==> src/rtl/sr_cmd_pkg.sv <==
// Shared types and defaults for the SR command generator.
// Latency: n/a (types and constants only).
// Backpressure: n/a.
package sr_cmd_pkg;

    // Default number of consecutive stable synced cycles needed to accept a level change.
    localparam int DB_CYCLES_DEF = 4;

    // Command FSM states.
    typedef enum logic [1:0] {
        IDLE     = 2'd0,
        PULSE    = 2'd1,
        WAIT_REL = 2'd2
    } state_t;

    // Which channel owns the command currently in flight.
    typedef enum logic {
        OWN_SET = 1'b0,
        OWN_CLR = 1'b1
    } owner_t;

endpackage

==> src/rtl/sr_debounce.sv <==
// Per-channel conditioner: 2-FF synchroniser, debounce counter, stable level and rise flag.
// Latency: pin change -> level change after 2 sync cycles plus DB_CYCLES stable cycles.
// Backpressure: none; free-running, the rise flag is a one-cycle strobe.
//
// Ports:
//   clk, rst_n : clock and asynchronous active-low reset
//   btn        : raw asynchronous button input
//   level      : debounced (stable) level
//   rise       : high for one cycle after level goes 0 -> 1
module sr_debounce
    import sr_cmd_pkg::*;
#(
    parameter int DB_CYCLES = DB_CYCLES_DEF
) (
    input  logic clk,
    input  logic rst_n,
    input  logic btn,
    output logic level,
    output logic rise
);

    localparam int CW = $clog2(DB_CYCLES + 1);

    logic          sync1;
    logic          sync2;
    logic          level_d;
    logic [CW-1:0] cnt;

    always_ff @(posedge clk or negedge rst_n) begin
        if (!rst_n) begin
            sync1   <= 1'b0;
            sync2   <= 1'b0;
            level   <= 1'b0;
            level_d <= 1'b0;
            cnt     <= '0;
        end else begin
            sync1   <= btn;
            sync2   <= sync1;
            level_d <= level;
            // Any cycle agreeing with the accepted level restarts the run; the
            // counter tops out at DB_CYCLES-1 so it can never wrap.
            if (sync2 == level) begin
                cnt <= '0;
            end else if (cnt == CW'(DB_CYCLES - 1)) begin
                level <= sync2;
                cnt   <= '0;
            end else begin
                cnt <= cnt + CW'(1);
            end
        end
    end

    assign rise = level & ~level_d;

endmodule

==> src/rtl/sr_cmd_gen.sv <==
// Turns raw set/clear buttons into exclusive one-cycle S/R pulses for an SR flop.
// Latency: clean pin rise at edge 0 -> output pulse at edge 3+DB_CYCLES.
// Backpressure: none; edges arriving while a command is in flight are dropped and flagged.
//
// Ports:
//   clk, rst_n       : clock and asynchronous active-low reset
//   set_btn, clr_btn : raw asynchronous push-button inputs
//   s_out, r_out     : one-cycle set / reset pulses, never high together
//   busy             : high from the pulse until the owning button is released
//   conflict         : one-cycle pulse when a rising edge is discarded
module sr_cmd_gen
    import sr_cmd_pkg::*;
#(
    parameter int DB_CYCLES = DB_CYCLES_DEF,
    parameter int PRIO_CLR  = 1
) (
    input  logic clk,
    input  logic rst_n,
    input  logic set_btn,
    input  logic clr_btn,
    output logic s_out,
    output logic r_out,
    output logic busy,
    output logic conflict
);

    logic   set_level;
    logic   set_rise;
    logic   clr_level;
    logic   clr_rise;
    logic   win_clr;
    logic   owner_level;
    state_t state;
    owner_t owner;

    sr_debounce #(.DB_CYCLES(DB_CYCLES)) u_db_set (
        .clk   (clk),
        .rst_n (rst_n),
        .btn   (set_btn),
        .level (set_level),
        .rise  (set_rise)
    );

    sr_debounce #(.DB_CYCLES(DB_CYCLES)) u_db_clr (
        .clk   (clk),
        .rst_n (rst_n),
        .btn   (clr_btn),
        .level (clr_level),
        .rise  (clr_rise)
    );

    // Clear takes the command if it rises alone, or on a tie when clear has priority.
    assign win_clr     = clr_rise & (~set_rise | (PRIO_CLR != 0));
    assign owner_level = (owner == OWN_CLR) ? clr_level : set_level;

    always_ff @(posedge clk or negedge rst_n) begin
        if (!rst_n) begin
            state    <= IDLE;
            owner    <= OWN_SET;
            s_out    <= 1'b0;
            r_out    <= 1'b0;
            busy     <= 1'b0;
            conflict <= 1'b0;
        end else begin
            s_out    <= 1'b0;
            r_out    <= 1'b0;
            conflict <= 1'b0;
            case (state)
                IDLE: begin
                    if (set_rise || clr_rise) begin
                        state    <= PULSE;
                        owner    <= win_clr ? OWN_CLR : OWN_SET;
                        s_out    <= ~win_clr;
                        r_out    <= win_clr;
                        busy     <= 1'b1;
                        conflict <= set_rise & clr_rise;
                    end
                end
                PULSE: begin
                    state    <= WAIT_REL;
                    conflict <= set_rise | clr_rise;
                end
                WAIT_REL: begin
                    // Lockout: new edges are reported but never queued.
                    conflict <= set_rise | clr_rise;
                    if (!owner_level) begin
                        state <= IDLE;
                        busy  <= 1'b0;
                    end
                end
                default: begin
                    state <= IDLE;
                    busy  <= 1'b0;
                end
            endcase
        end
    end

endmodule

==> config.mk <==
export PLATFORM = sky130hd
export DESIGN_NAME = sr_cmd_gen
export DESIGN_NICKNAME = d
export VERILOG_FILES = /design/src/rtl/sr_cmd_pkg.sv /design/src/rtl/sr_debounce.sv /design/src/rtl/sr_cmd_gen.sv
export SDC_FILE = /design/constraint.sdc
export NUM_CORES = 1
export LEC_CHECK = 0
export CAP_MARGIN = 5
export CORE_MARGIN = 8
export CORE_UTILIZATION = 46
export DETAILED_ROUTE_END_ITERATION = 6
export PLACE_DENSITY = 0.69
export SKIP_LAST_GASP = 1
export SYNTH_ARGS = -nofsm -noshare
export SYNTH_HDL_FRONTEND = slang
export SYNTH_SLANG_ARGS = --single-unit
export TNS_END_PERCENT = 100
==> constraint.sdc <==
create_clock -name clk -period 1.3 [get_ports clk]
set_input_delay 0.325 -clock clk [delete_from_list [all_inputs] [get_ports clk]]
set_output_delay 0.325 -clock clk [all_outputs]
set_load 0.02 [all_outputs]
==> flow_summary.ini, run 1 <==
[pwr]
seqPwrFrac_pct = 38.7
ir_drop_mv = 0.969
clockPowerShare_pct = 12.3
p_switching_w = 0.000894
p_leak_nw = 0.521
switching_share_pct = 35.2
p_int_w = 0.00165
p_per_area_nw_per_um2 = 2350
p_comb_share_pct = 49.0

[synth]
synth_top_family_by_area = simple AND/OR/NAND/NOR gates
synthSimpleGateAreaFrac_pct = 12.4
synth-compound-area-share_pct = 7.02
synth_warnings = 0
synth_mux_area_share_pct = 7.58
synth_xor_area_share_pct = 1.97
yosys.area_share.adder_pct = 11.2
synth_cell_types = 20
syn_nets = 75
yosys_register_bits = 21
synthCells = 63
syn-cell-area_um2 = 891
avgSynthCellArea_um2 = 14.1
ys_seq_area_share_pct = 59.0

[worst_setup_path]
cp.required_ns = 1.50
cp_cell_sequence = mux2_4 > a32oi_4 > mux2_4
r2r-start = owner
regToRegSetupSlack_ns = -0.09
crit_path_max_fanout = 3
start_kind = register
cpPeakStageDelay_ns = 0.41
cp.arrival_ns = 1.59
critical_path.most_common_cell = mux2_4
r2r_end = state[1]
critical_path_class = reg -> reg
endpoint_kind = register
critPathLaunch = owner
slowest_stage = dfrtp_1
rr_worst_depth = 3

[timing]
setup_slack_ns = -0.0939
slew_viol_final = 0
setup_viol = 3
max_freq_ghz = 0.717
rsz0062_at_grt = true
clock_skew_ns = 0.00403
min_period_over_period_pct = 107
hold_viol = 0
relSlewSlack_pct = 80.9
layout_min_cycle_time_ns = 1.39
tightest_slew_ns = 0.285
fin_tns_setup_ns = -0.188

[finish]
mostFrequentLayoutCells = 21 x dfrtp_1, 7 x buf_4, 6 x ha_1
area_delta_synth_final_pct = 21.6
final_area_um2 = 1080
layout.nets = 95
drive_gt1_share_pct = 30.5
largestRegisters = u_db_clr.cnt (3), u_db_set.cnt (3), state (2)
n_antenna_cell = 0
final_common_cell = dfrtp_1

[route]
final_antenna_net_count = 0
drc = 0
wire_per_inst_um = 12.8
dr.pass1.iters = 4
num_vias = 508
drt_iter0_drc = 6
wl_um = 1400
viasPerCell = 4.66

[placement]
placed_cell_area_um2 = 1040
place_hpwl_um = 971
place_ws_ns = -0.0441
place.gp.congestion = 0.818
io_buffers = 7

[die]
core_area_um2 = 1900
initial_core_util_pct = 46.8
rows = 16
die_h_um = 60.0
top_level_ports = 8
dieArea_um2 = 3600
die_w_um = 60.0

[clock_tree]
clk_pin_slew_ns = 0.12
postCtsHoldBufs = 0
insertion_delay_ns = 0.30
cts.htree.levels = 1
cts_tree = done
cts_sinks = 21
cts_buffers = 3
root_buffer = clkbuf_4
clockBufferDepth = 2

[run]
drv_cap = 0

[grt]
grt-ovfl-total = 0
grt_pass1_vias = 524
track_usage_pct = 8.94
grt_max_degree = 22
antenna_found_initial = 0
grt_pass1_wl_um = 2330

[hold_path]
hp-class = in -> async

[outcome]
status = finished with violations
violations = setup timing
-- Yosys cell counts --
library cell	number	area share, %
a2bb2oi_1	1	0.98
nand2_1	3	1.3
a21oi_1	1	0.56
xnor2_1	2	2.0
and2_1	1	0.70
a32oi_4	1	3.1
nor3b_1	3	2.5
and3b_1	1	0.98
nand2b_1	2	1.4
nor2b_1	5	3.5
ha_1	8	11
mux2_1	2	2.5
nor3_1	2	1.1
inv_1	2	0.84
mux2_4	3	5.1
dfrtp_1	21	59
nor2_1	2	0.84
o21ai_1	1	0.56
a21o_1	1	0.84
a221oi_1	1	0.98
-- cell families after synthesis --
family                     after synthesis
AOI/OAI and AO/OA                        6
xor gates and xnor gates                 2
adders and majority gates                8
buffers and inverters                    2
DFF                                     21
muxes                                    5
and+or+nand+nor                         19
-- metrics by stage --
stage / instances / hold WS (ns) / util (%) / power [W]
global placement: 103 / 0.333 / 54.9 / 0.00212
global route: 109 / 0.345 / 57.0 / 0.00273
finish: 109 / 0.341 / 57.0 / 0.00254
detailed placement: 103 / 0.336 / 54.9 / 0.00216
floorplan: 63 / 0.0294 / - / 0.00178
CTS: 108 / 0.340 / 57.4 / 0.00251
-- metal layers --
metal | vias up | wire length [µm] | GRT usage [%]
li1 | 252 | - | -
met1 | 244 | 693 | 10.6
met2 | 10 | 642 | 13.8
met3 | 2 | 49 | 2.15
met4 | 0 | 13 | 6.12
met5 | - | 0 | 0
-- what timing repair did --
item                       4_1_cts  5_1_grt
gates resized for setup         11        7
pin swaps                        1        2
gates cloned                     0        0
setup endpoints to repair        8        9
buffers inserted                 1        1
-- power by group through the flow --
stage / registers [W] / clock network [W] / logic, W
finish: 0.000983 / 0.000313 / 0.00125
global route: 0.00102 / 0.000359 / 0.00135
CTS: 0.000980 / 0.000324 / 0.00121
detailed placement: 0.000995 / 0 / 0.00116
global placement: 0.000989 / 0 / 0.00113
floorplan: 0.00106 / 0 / 0.000723
-- worst max-delay path, delay by kind of cell, from the launching register on --
kind / cells / cell delay [ns]
flops: 1 / 0.41
compound gates: 1 / 0.22
mux: 2 / 0.67
-- how the worst max path moves through the flow --
stage,endpoint,slack (ns)
2_1_floorplan,state[0],-0.03
3_3_place_gp,state[0],-0.03
3_5_place_dp,state[0],-0.04
4_1_cts,state[0],-0.06
5_1_grt,state[1],-0.11
6_report,state[1],-0.09
-- final cells by class --
| cell class | count | area, µm² |
|---|---|---|
| Tap cell | 27 | 33.8 |
| Inverter | 2 | 7.51 |
| Sequential cell | 21 | 526 |
| Timing Repair Buffer | 15 | 114 |
| Fill cell | 161 | 818 |
| Clock buffer | 3 | 22.5 |
| Multi-Input combinational cell | 40 | 375 |
| Clock inverter | 1 | 5.00 |
Note: power is estimated with default switching activity, not from simulation.
==> inputs of run 2 (changes only) <==
--- a/config.mk
+++ b/config.mk
@@ -7,9 +7,10 @@
 export LEC_CHECK = 0
 export CAP_MARGIN = 5
 export CORE_MARGIN = 8
-export CORE_UTILIZATION = 46
+export CORE_UTILIZATION = 48
 export DETAILED_ROUTE_END_ITERATION = 6
-export PLACE_DENSITY = 0.69
+export PLACE_DENSITY = 0.71
+export SKIP_CTS_REPAIR_TIMING = 1
 export SKIP_LAST_GASP = 1
 export SYNTH_ARGS = -nofsm -noshare
 export SYNTH_HDL_FRONTEND = slang
==> flow_summary.ini, run 2 (synthesized netlist as in run 1, its figures left out) <==
[worst_setup_path]
crit_buf_inv = 0
slowest_stage = dfrtp_1
start_kind = register
regToRegSetupSlack_ns = -0.08
cpLargestDelayFamily = multiplexers
cpPeakStageDelay_ns = 0.41
critical_path.most_common_cell = mux2_4
critical_path_class = reg -> reg
rr_worst_depth = 3
path_depth = 3
r2r-start = owner
cp.required_ns = 1.50
r2r_end = state[1]
cp_cell_sequence = mux2_4 > a32oi_4 > mux2_4
endpoint_kind = register
crit_path_max_fanout = 3
cp.arrival_ns = 1.58

[grt]
grt_max_degree = 22
grt_pass1_vias = 549
antenna_found_initial = 0
grt-ovfl-total = 0
track_usage_pct = 9.64
grt_pass1_wl_um = 2390

[route]
wire_per_inst_um = 14.0
num_vias = 525
drt_iter0_drc = 10
final_antenna_net_count = 0
dr.pass1.iters = 2
drc = 0
viasPerCell = 4.95
wl_um = 1480

[die]
rows = 15
dieArea_um2 = 3490
top_level_ports = 8
die_w_um = 59.1
core_area_um2 = 1750
die_h_um = 59.1
initial_core_util_pct = 51.0

[timing]
hold_viol = 0
layout_min_cycle_time_ns = 1.38
max_freq_ghz = 0.725
relSlewSlack_pct = 81.3
clock_skew_ns = 0.00138
min_period_over_period_pct = 106
setup_viol = 2
rsz0062_at_grt = true
slew_viol_final = 0
tightest_slew_ns = 0.279
setup_slack_ns = -0.0791

[pwr]
ir_drop_mv = 1.08
p_per_area_nw_per_um2 = 2330
clockPowerShare_pct = 12.0
p_comb_share_pct = 50.1
p_switching_w = 0.000923
p_int_w = 0.00169
p_leak_nw = 0.575
seqPwrFrac_pct = 38.0
switching_share_pct = 35.3

[run]
drv_cap = 0

[finish]
post_layout_nonfiller_instances = 106
layout.nets = 94
drive_gt1_share_pct = 27.2
final_common_cell = dfrtp_1
largestRegisters = u_db_clr.cnt (3), u_db_set.cnt (3), state (2)
n_antenna_cell = 0
area_delta_synth_final_pct = 26.0
mostFrequentLayoutCells = 21 x dfrtp_1, 6 x buf_4, 5 x ha_1

[outcome]
status = finished with violations
violations = setup timing

[hold_path]
hp-class = in -> async

[placement]
place.gp.congestion = 0.753
dp.cells = 101
place_hpwl_um = 1050
place_ws_ns = -0.0460
io_buffers = 7

[clock_tree]
cts_tree = done
cts_buffers = 3
cts.htree.levels = 1
insertion_delay_ns = 0.30
clk_pin_slew_ns = 0.11
root_buffer = clkbuf_4
cts_sinks = 21
clockBufferDepth = 2
## run 2: cell types whose count changed in the layout (fill, tap and decap cells not counted)
cell            before  now
dlymetal6s2s_1       0    4
clkbuf_2             3    0
a221oi_1             1    0
a221oi_2             0    1
buf_2                1    0
buf_4                7    6
ha_1                 6    5
ha_4                 1    2
## run 2: stage by stage
step	power (W)	util [%]	hold WS, ns	area, µm²	setup TNS, ns
floorplan	0.00178	-	0.0294	896	-0.0556
global placement	0.00212	59.7	0.333	1040	-0.0564
detailed placement	0.00219	59.7	0.336	1040	-0.107
CTS	0.00252	61.3	0.329	1070	-1.38
global route	0.00281	64.3	0.360	1120	-0.262
finish	0.00261	64.3	0.338	1120	-0.156
## run 2: power by group through the flow
stage               Combinational, W  Clock [W]  Sequential, W
floorplan                   0.000723          0        0.00106
global placement             0.00113          0       0.000992
detailed placement           0.00118          0        0.00101
CTS                          0.00119   0.000332       0.000990
global route                 0.00143   0.000356        0.00102
finish                       0.00131   0.000312       0.000992
## run 2: worst max-delay path by stage
stage	slack, ns	endpoint	from
after detailed placement	-0.05	state[1]	owner
final	-0.08	state[1]	owner
after CTS	-0.34	busy	busy
after floorplan	-0.03	state[0]	u_db_set.level
after global placement	-0.03	state[0]	owner
after global routing	-0.09	state[1]	u_db_set.level
## run 2: routing by layer
layer / up-vias / wire length [µm] / track usage [%]
li1: 250 / - / -
met4: 0 / 65 / 9.22
met2: 12 / 712 / 14.3
met1: 257 / 664 / 10.4
met5: - / 0 / 0
met3: 6 / 40 / 3.25
## run 2: area by class of cell
type	count	area, µm²
fillers	135	623
multi-input cells	40	394
flip-flops and latches	21	526
well taps	25	31.3
inverters	2	7.51
repair buffers	14	136
clock inverters	1	5.00
clock buffers	3	22.5
==> inputs of run 3 (changes only) <==
==> constraint.sdc (replaced) <==
create_clock -name clk -period 1.3 [get_ports clk]
set_input_delay 0.325 -clock clk [delete_from_list [all_inputs] [get_ports clk]]
set_output_delay 0.325 -clock clk [all_outputs]
set_load 0.005 [all_outputs]
==> flow_summary.ini, run 3 (synthesized netlist as in run 1, its figures left out) <==
[outcome]
status = finished with violations
violations = setup timing

[route]
viasPerCell = 4.75
final_antenna_net_count = 0
drc = 0
drt_iter0_drc = 4
wl_um = 1260
dr.pass1.iters = 3
wire_per_inst_um = 11.9
num_vias = 503

[finish]
post_layout_nonfiller_instances = 106
n_fill_cell = 130
layout.nets = 94
n_antenna_cell = 0
mostFrequentLayoutCells = 21 x dfrtp_1, 6 x buf_4, 5 x ha_1
final_common_cell = dfrtp_1
drive_gt1_share_pct = 28.4
largestRegisters = u_db_clr.cnt (3), u_db_set.cnt (3), state (2)
area_delta_synth_final_pct = 26.3

[clock_tree]
clockBufferDepth = 2
cts_tree = done
cts_sinks = 21
cts_buffers = 3
cts.htree.levels = 1
insertion_delay_ns = 0.29
root_buffer = clkbuf_4
clk_pin_slew_ns = 0.11

[die]
core_area_um2 = 1750
dieArea_um2 = 3490
die_h_um = 59.1
top_level_ports = 8
rows = 15
die_w_um = 59.1
initial_core_util_pct = 51.0

[grt]
track_usage_pct = 8.24
grt_pass1_wl_um = 2170
grt-ovfl-total = 0
grt_max_degree = 22
grt_pass1_vias = 534
antenna_found_initial = 0

[timing]
layout_min_cycle_time_ns = 1.37
rsz0062_at_grt = true
slew_viol_final = 0
setup_slack_ns = -0.0690
tightest_slew_ns = 0.303
max_freq_ghz = 0.730
clock_skew_ns = 0.00273
min_period_over_period_pct = 105
hold_viol = 0
setup_viol = 2
relSlewSlack_pct = 79.6

[worst_setup_path]
start_kind = register
cp.required_ns = 1.49
r2r_end = state[0]
endpoint_kind = register
cp.arrival_ns = 1.56
rr_worst_depth = 3
critical_path_class = reg -> reg
r2r-start = owner
regToRegSetupSlack_ns = -0.07
critPathLaunch = owner
crit_path_max_fanout = 3

[run]
drv_cap = 0

[placement]
place.gp.congestion = 0.754
dp.cells = 101
io_buffers = 7
place_hpwl_um = 975

[pwr]
p_int_w = 0.00168
p_total_w = 0.00250
p_leak_nw = 0.575
p_switching_w = 0.000816
p_per_area_nw_per_um2 = 2220
p_comb_share_pct = 48.3
clockPowerShare_pct = 12.0
ir_drop_mv = 1.03
switching_share_pct = 32.7
seqPwrFrac_pct = 39.6

[hold_path]
hp-class = in -> async
-- run 3: cell counts in the layout (fill, tap and decap cells not counted) --
Identical to the previous run, type by type.
-- run 3: cell type report --
class | instances | area [µm²] | share of cell area [%]
Multi-Input combinational cell | 40 | 397 | 35.3
Tap cell | 25 | 31.3 | 2.78
Clock inverter | 1 | 5.00 | 0.445
Clock buffer | 3 | 22.5 | 2.00
Inverter | 2 | 7.51 | 0.667
Timing Repair Buffer | 14 | 136 | 12.1
Sequential cell | 21 | 526 | 46.7
-- run 3: worst max path at each step --
stage	slack [ns]	cells past startpoint	end
floorplan	-0.03	3	state[0]
global placement	-0.03	3	state[1]
detailed placement	-0.04	3	state[1]
CTS	-0.23	1	busy
global route	-0.1	3	state[0]
finish	-0.07	3	state[0]
-- run 3: metal layers --
metal,vias to the layer above,global-route usage (%),routed length [µm]
met2,8,13.6,607
met5,-,0,0
met3,2,2.17,42
met4,0,6.14,10
met1,242,8.86,600
li1,251,-,-
-- run 3: worst max-delay path, cell delays in order, from the launching register on --
cell and delay, ns:
dfrtp_1 0.41, mux2_4 0.34, a32oi_4 0.20, mux2_4 0.32
-- run 3: power groups by stage --
stage / sequential [W] / clock (W) / combinational [W]
2_1_floorplan: 0.00101 / 0 / 0.000723
4_1_cts: 0.000988 / 0.000321 / 0.00111
3_5_place_dp: 0.00100 / 0 / 0.00111
3_3_place_gp: 0.000992 / 0 / 0.00108
5_1_grt: 0.00102 / 0.000337 / 0.00134
6_report: 0.000989 / 0.000301 / 0.00121
-- run 3: through the flow --
stage	area (µm²)	utilization [%]	hold slack [ns]	setup WS (ns)	setup TNS, ns
2_1_floorplan	896	-	0.0294	-0.0278	-0.0556
3_5_place_dp	1040	59.7	0.336	-0.0398	-0.0795
4_1_cts	1070	61.3	0.338	-0.226	-0.906
5_1_grt	1120	64.4	0.374	-0.0958	-0.253
6_report	1120	64.4	0.347	-0.0690	-0.134
3_3_place_gp	1040	59.7	0.333	-0.0283	-0.0562
